===== src/rtl/me_row_ctrl.sv =====
// Motion-estimation row controller: streams a current block and its reference window into a
// PE row, waits for the row's best match (with a timeout) and hands back the motion vector.
`timescale 1ns/1ps
module me_row_ctrl #(
    parameter int unsigned BLK_SIZE = 4,
    parameter int unsigned ADDR_W   = 12,
    parameter int unsigned TIMEOUT  = 1023
) (
    input  logic              clk,
    input  logic              reset,
    input  logic              req_valid,
    output logic              req_ready,
    input  logic [ADDR_W-1:0] cur_base,
    input  logic [ADDR_W-1:0] ref_base,
    output logic [ADDR_W-1:0] cur_addr,
    output logic [ADDR_W-1:0] ref_addr,
    input  logic [7:0]        cur_data,
    input  logic [7:0]        ref_data,
    output logic              row_clr,
    output logic              row_start,
    output logic [7:0]        row_c,
    output logic [7:0]        row_p,
    input  logic              row_done,
    input  logic [7:0]        row_mi,
    input  logic [7:0]        row_mj,
    output logic              mv_valid,
    input  logic              mv_ready,
    output logic [7:0]        mv_i,
    output logic [7:0]        mv_j,
    output logic              mv_err
);

    localparam int unsigned BS_SQ   = BLK_SIZE * BLK_SIZE;
    localparam int unsigned BS_CUBE = BS_SQ * BLK_SIZE;
    localparam int unsigned KW      = $clog2(BS_CUBE);
    localparam int unsigned TW      = $clog2(TIMEOUT + 1);

    typedef enum logic [2:0] {StIdle, StClear, StFeed, StWait, StOut} state_e;

    state_e            state_q, state_d;
    logic [ADDR_W-1:0] cur_base_q, cur_base_d, ref_base_q, ref_base_d;
    logic [ADDR_W-1:0] cur_addr_q, cur_addr_d, ref_addr_q, ref_addr_d;
    logic [KW-1:0]     k_q, k_d, k_nxt;
    logic [TW-1:0]     to_q, to_d;
    logic [7:0]        mv_i_q, mv_i_d, mv_j_q, mv_j_d;
    logic              mv_err_q, mv_err_d;
    logic [7:0]        row_c_q, row_c_d, row_p_q, row_p_d;

    function automatic logic [ADDR_W-1:0] cur_off(input logic [KW-1:0] k);
        return ADDR_W'(k % KW'(BS_SQ));
    endfunction

    function automatic logic [ADDR_W-1:0] ref_off(input logic [KW-1:0] k);
        return ADDR_W'((k / KW'(BS_SQ)) * KW'(BLK_SIZE)) + cur_off(k);
    endfunction

    // Address registers present the address for index k during FEED cycle k.
    always_comb begin
        state_d    = state_q;
        cur_base_d = cur_base_q;
        ref_base_d = ref_base_q;
        cur_addr_d = cur_addr_q;
        ref_addr_d = ref_addr_q;
        k_d        = k_q;
        k_nxt      = k_q + KW'(1);
        to_d       = to_q;
        mv_i_d     = mv_i_q;
        mv_j_d     = mv_j_q;
        mv_err_d   = mv_err_q;
        row_c_d    = cur_data;
        row_p_d    = ref_data;
        case (state_q)
            StIdle: begin
                if (req_valid) begin
                    cur_base_d = cur_base;
                    ref_base_d = ref_base;
                    state_d    = StClear;
                end
            end
            StClear: begin
                k_d        = '0;
                to_d       = '0;
                cur_addr_d = cur_base_q;
                ref_addr_d = ref_base_q;
                state_d    = StFeed;
            end
            StFeed: begin
                if (k_q == KW'(BS_CUBE - 1)) begin
                    to_d    = '0;
                    state_d = StWait;
                end else begin
                    k_d        = k_nxt;
                    cur_addr_d = cur_base_q + cur_off(k_nxt);
                    ref_addr_d = ref_base_q + ref_off(k_nxt);
                end
            end
            StWait: begin
                // A done in the expiry cycle still reports the real result.
                if (row_done) begin
                    mv_i_d   = row_mi;
                    mv_j_d   = row_mj;
                    mv_err_d = 1'b0;
                    state_d  = StOut;
                end else if (to_q == TW'(TIMEOUT - 1)) begin
                    mv_i_d   = 8'hFF;
                    mv_j_d   = 8'hFF;
                    mv_err_d = 1'b1;
                    state_d  = StOut;
                end else begin
                    to_d = to_q + TW'(1);
                end
            end
            StOut: begin
                if (mv_ready) begin
                    state_d = StIdle;
                end
            end
            default: state_d = StIdle;
        endcase
    end

    always_ff @(posedge clk) begin
        if (reset) begin
            state_q    <= StIdle;
            cur_base_q <= '0;
            ref_base_q <= '0;
            cur_addr_q <= '0;
            ref_addr_q <= '0;
            k_q        <= '0;
            to_q       <= '0;
            mv_i_q     <= '0;
            mv_j_q     <= '0;
            mv_err_q   <= 1'b0;
            row_c_q    <= '0;
            row_p_q    <= '0;
        end else begin
            state_q    <= state_d;
            cur_base_q <= cur_base_d;
            ref_base_q <= ref_base_d;
            cur_addr_q <= cur_addr_d;
            ref_addr_q <= ref_addr_d;
            k_q        <= k_d;
            to_q       <= to_d;
            mv_i_q     <= mv_i_d;
            mv_j_q     <= mv_j_d;
            mv_err_q   <= mv_err_d;
            row_c_q    <= row_c_d;
            row_p_q    <= row_p_d;
        end
    end

    // Memory data lags the address by one cycle and row_c/row_p add another, so the first
    // valid pair lines up with FEED index 2.
    assign row_start = (state_q == StFeed) && (k_q == KW'(2));
    assign row_clr   = reset || (state_q == StClear);
    assign req_ready = (state_q == StIdle);
    assign mv_valid  = (state_q == StOut);
    assign cur_addr  = cur_addr_q;
    assign ref_addr  = ref_addr_q;
    assign row_c     = row_c_q;
    assign row_p     = row_p_q;
    assign mv_i      = mv_i_q;
    assign mv_j      = mv_j_q;
    assign mv_err    = mv_err_q;

endmodule

===== config.mk =====
export PLATFORM = sky130hd
export DESIGN_NAME = me_row_ctrl
export DESIGN_NICKNAME = d
export VERILOG_FILES = /design/src/rtl/me_row_ctrl.sv
export SDC_FILE = /design/constraint.sdc
export NUM_CORES = 1
export LEC_CHECK = 0
export BUFFER_PORTS_ARGS = -buffer_cell sky130_fd_sc_hd__buf_2
export CORE_MARGIN = 4
export CORE_UTILIZATION = 50
export CTS_CLUSTER_DIAMETER = 80
export CTS_CLUSTER_SIZE = 40
export DETAILED_ROUTE_END_ITERATION = 8
export GPL_TIMING_DRIVEN = 0
export PLACE_DENSITY = 0.89
export SLEW_MARGIN = 40
export SYNTH_ARGS = -nofsm -noshare
export SYNTH_HDL_FRONTEND = slang
export SYNTH_SLANG_ARGS = --single-unit

===== constraint.sdc =====
create_clock -name clk -period 6.85 [get_ports clk]
set_input_delay 0.3425 -clock clk [delete_from_list [all_inputs] [get_ports clk]]
set_output_delay 0.3425 -clock clk [all_outputs]
set_load 0.01 [all_outputs]

==> Word level (Yosys, flattened, before mapping) <==
Cells that the tools add are included.
{ "classes": {"add_sub_neg": 5, "eq_ne": 14, "n_mux": 21, "n_reduce_logical": 11} }
{ "op_table": {"columns": ["op", "n"], "rows": [
  ["case mux 12 bit (2 select lines)", 2],
  ["2-to-1 mux 10 bit", 3],
  ["case mux 10 bit (3 select lines)", 1],
  ["2-to-1 mux 12 bit", 2],
  ["2-to-1 mux 8 bit", 3],
  ["2-to-1 mux 3 bit", 5],
  ["case mux 3 bit (5 select lines)", 1],
  ["adder 12 x 4 -> 12 bit", 1],
  ["adder 12 x 5 -> 12 bit", 1],
  ["case mux 6 bit (2 select lines)", 1],
  ["adder 10 x 1 -> 10 bit (second input constant)", 1],
  ["equality test 10 bit (second input constant)", 1],
  ["inequality test 2 bit (second input constant)", 5],
  ["AND reduction 4 bit", 2],
  ["adder 6 x 1 -> 6 bit (second input constant)", 1],
  ["equality test 3 x 2 -> 1 bit (second input constant)", 2],
  ["equality test 6 x 2 -> 1 bit (second input constant)", 1],
  ["equality test 6 bit (second input constant)", 1],
  ["2-to-1 mux 6 bit", 1],
  ["AND reduction 2 bit", 3],
  ["adder 4 x 4 -> 5 bit", 1],
  ["nonzero test 2 bit", 2],
  ["equality test 3 x 1 -> 1 bit (second input constant)", 1],
  ["equality test 3 bit (second input constant)", 1],
  ["7 further kinds", 8]
]} }
{ "totals": {"regBits": 100, "inputBits": 61, "elab_cells": 63} }

==> Longest topological paths before layout <==
{ "logic_depth": {"word_depth": 5, "ltp_mapped": 13, "depth_no_buf": 12} }

==> Worst setup path before layout <==
OpenSTA, ideal clock, no wires.
{ "synth_timing": {"kind": "register to register", "from": "register k_q[0]", "to": "register ref_addr_q[11] (netlist: ref_addr[11])", "setup_ns": 0.086, "t_arrival_ns": 3.013, "required_time_ns": 6.764, "slack_ns": 3.751, "stages_incl_launch_ff": 12, "synth_period_minus_slack_ns": 3.099, "path_cell_list": "dfxtp_1 > ha_1 > clkbuf_1 > nand3_1 > xor2_1 > fa_1 > fa_1 > nand2b_1 > a211oi_1 > nand4_1 > xor2_1 > a211oi_1"} }
{ "synth_between": {"elab_chain_len": 5, "word_cells_on_any_way": 8} }
{ "synth_lines": {"columns": ["item", "line", "text"], "rows": [
  ["from (decl)", "43", "logic [KW-1:0] k_q, k_d, k_nxt;"],
  ["from (signal assigned)", "142", "k_q <= k_d;"],
  ["adder 6 x 1 -> 6 bit", "65", "k_nxt = k_q + KW'(1);"],
  ["adder 4 x 4 -> 5 bit", "54", "return ADDR_W'((k / KW'(BS_SQ)) * KW'(BLK_SIZE)) + cur_off(k);"],
  ["adder 12 x 5 -> 12 bit", "94", "ref_addr_d = ref_base_q + ref_off(k_nxt);"],
  ["2-to-1 mux 12 bit", "88", "if (k_q == KW'(BS_CUBE - 1)) begin"],
  ["case mux 12 bit (2 select lines)", "72", "case (state_q)"],
  ["to (signal assigned)", "141", "ref_addr_q <= ref_addr_d;"],
  ["to (decl)", "42", "logic [ADDR_W-1:0] cur_addr_q, cur_addr_d, ref_addr_q, ref_addr_d;"]
]} }
Parallel ways exist; a longest one is shown, timed or not. The select of a mux whose other input is x is not followed.
A chain may end at the register's enable or synchronous reset.

==> Worst setup path after layout <==
Same ends and word-level chain as after synthesis.

==> flow_metrics.env <==
export IMPL_vias_per_cell=5.48
export IMPL_grt_pass1_wl_um=18800
export IMPL_arrival_ps=3850
export IMPL_place_congestion=0.924
export IMPL_synth_top_cell_area_share_pct=44.6
export IMPL_fin_skew_ps=8.42
export IMPL_worst_skew_pair_late_latency_ps=370
export IMPL_path_cells="ha_1 -> clkbuf_1 -> nand3_1 -> xor2_1 -> fa_1 -> fa_1 -> nand2b_1 -> a211oi_1 -> nand4_1 -> xor2_1 -> a211oi_1"
export IMPL_finalMaxSlewViolations=0
export IMPL_synth_cells=538
export IMPL_cts_max_path_buffers=2
export IMPL_num_rows=34
export IMPL_grt_use_total_pct=22.5
export IMPL_grt_overflow_total=0
export IMPL_cts_resized=0
export IMPL_cts_tree="done"
export IMPL_syn_avg_cell_area_um2=8.35
export IMPL_cts_buffers=9
export IMPL_clkSinkCount=100
export IMPL_start_util_pct=51.5
export IMPL_numPortBuffers=121
export IMPL_slowest_delay_ps=490
export IMPL_min_period_ps=3560
export IMPL_wl_per_cell_um=15.2
export IMPL_grt_pass1_vias=4011
export IMPL_yosys_register_bits=100
export IMPL_final_area_um2=5460
export IMPL_status="finished clean"
export IMPL_p_total_mw=1.34
export IMPL_start_kind="flip-flop"
export IMPL_fin_setup_tns_ps=0
export IMPL_cts_root_buf="clkbuf_8"
export IMPL_hold_path_class="in2reg"
export IMPL_drive_above_1_share_pct=22.4
export IMPL_filler_cell_count=754
export IMPL_htree_levels=3
export IMPL_fp_dieW_um=103
export IMPL_seq_area_frac_synth_pct=44.6
export IMPL_dp_hpwl_um=8990
export IMPL_synthTopCellsByArea="dfxtp_1 (45%), nand2_1 (6.6%), nor2_1 (6.2%)"
export IMPL_rsz0062_at_grt="no"
export IMPL_maxCapViolCount=0
export IMPL_setup_viol=0
export IMPL_wirelength_um=11900
export IMPL_fin_nets=749
export IMPL_ant_nets=0
export IMPL_clk_pin_slew_ps=100
export IMPL_first_iter_violations=263
export IMPL_syn_nets=617
export IMPL_fp_dieH_um=103
export IMPL_finalCritPeriodShare_pct=51.9
export IMPL_critPathRequiredTime_ps=7140
export IMPL_postCtsHoldBufs=0
export IMPL_ios=122
export IMPL_crit_type="reg2reg"
export IMPL_detailed_place_area_um2=5230
export IMPL_vias=4298
export IMPL_synth_top_cell_by_area="dfxtp_1"
export IMPL_pwr_density_cell_nw_per_um2=245
export IMPL_drcViolationCount=0
export IMPL_first_pass_iters=5
export IMPL_multi_input_area_um2=2280
export IMPL_core_um2=8720
export IMPL_worstMarginPinSlew_ps=631
export IMPL_die_area_um2=10600
export IMPL_netlist_area_um2=4490
export IMPL_grt_max_degree=19
export IMPL_critPathMaxFanout=9
export IMPL_post_route_util_pct=62.7
export IMPL_max_slew_margin_pct=56.9
export IMPL_p_leak_nw=2.30
export IMPL_final_seq_area_um2=2000
export IMPL_ir_worst_vdd_mv=0.165
export IMPL_postCtsSetupRepairBufs=0
export IMPL_syn2layout_area_growth_pct=21.6
export IMPL_max_freq_mhz=281
export IMPL_hold_violations=0
export IMPL_critPathCaptureType="flip-flop"
export IMPL_antenna_found_initial=0
export IMPL_slowest_stage="fa_1"
export IMPL_yosysWarnings=0
export IMPL_ys_types=47
==> power breakdown <==
part           leakage, nW  total (mW)  internal (mW)  switching (mW)
Sequential           0.819       0.659          0.628          0.0313
Combinational         1.37       0.249         0.0969           0.152
Clock                0.112       0.429          0.211           0.218
Total                 2.30        1.34          0.936           0.401
==> layer usage <==
metal	share of wire [%]	global-route usage, %	vias up
li1	-	-	2115
met1	40	27.6	1949
met2	48	39.1	210
met3	10	5.95	24
met4	1.7	6.27	0
met5	0	0	-
==> worst max-delay path, delay by kind of cell, from the launching register on <==
kind / cells / cell delay [ps]
buffers and inverters: 1 / 330
AOI/OAI and AO/OA: 2 / 630
DFF: 1 / 430
adders and majority gates: 3 / 1110
and+or+nand+nor: 3 / 570
xor gates and xnor gates: 2 / 390
==> per-stage QoR <==
step | worst slack, ps | cells | hold WS, ps
finish | 3290 | 784 | 172
global route | 2970 | 783 | 162
CTS | 3300 | 783 | 164
detailed placement | 3370 | 767 | 454
global placement | 3420 | 767 | 443
floorplan | 3750 | 538 | 448
==> synthesized netlist by cell type, drive strengths merged <==
master,instances
a2111o,1
a2111oi,3
a211oi,22
a21o,3
a21oi,41
a2bb2oi,2
a311o,1
a311oi,9
a31o,2
a41o,3
a41oi,2
and2,1
and3,5
and4,2
and4b,1
buf,9
clkbuf,25
dfxtp,100
fa,4
ha,14
inv,18
nand2,79
nand2b,3
nand3,14
nand4,3
nand4bb,2
nor2,75
nor2b,18
nor3,23
nor3b,1
nor4,1
o2111ai,1
o211ai,3
o21a,2
o21ai,11
o21bai,2
or3,8
or4b,1
xnor2,12
xor2,11
==> flip-flops by register name (all words and copies together) (netlist names) <==
register,flops
cur_addr,12
cur_base_q,12
k_q,6
mv_err,1
mv_i,8
mv_j,8
ref_addr,12
ref_base_q,12
row_c,8
row_p,8
state_q,3
to_q,10
==> layout make-up <==
type / count / share of cell area (%)
multi-input cells: 386 / 41.7
well taps: 108 / 2.47
diodes: 1 / 0.0458
flip-flops and latches: 100 / 36.6
inverters: 18 / 1.24
repair buffers: 121 / 11.1
plain buffers: 34 / 2.68
clock inverters: 7 / 1.92
clock buffers: 9 / 2.27
==> final timing paths <==
check	start	end	slack, ps	depth (start not counted)
worst max-delay path	k_q[0]	ref_addr[11]	3290	11
worst min-delay path	ref_data[2]	row_p[2]	170	2
worst max register to register	k_q[0]	ref_addr[11]	3290	11
worst min register to register	cur_addr[2]	cur_addr[2]	460	2
==> cells in the final DEF (no fill, tap or decap), types with 11 or more instances in the layout <==
master,count
xor2_1,11
nor2b_1,18
a211oi_1,22
clkbuf_1,25
a21oi_1,41
buf_2,127
inv_1,18
xnor2_1,12
o21ai_0,11
nand3_1,14
dfxtp_1,100
ha_1,14
nor3_1,23
nor2_1,74
nand2_1,79
==> cell families (layout without fill, tap and decap cells) <==
family	after synthesis	in the layout	synth area share, %
flops	100	100	44.6
fa+ha+maj	18	18	5.68
simple gates	237	237	24.1
compound gates	108	108	16.4
buf+inv	52	189	4.76
other cells	0	1	0
xor+xnor	23	23	4.48
(Power assumes the default switching activity.)
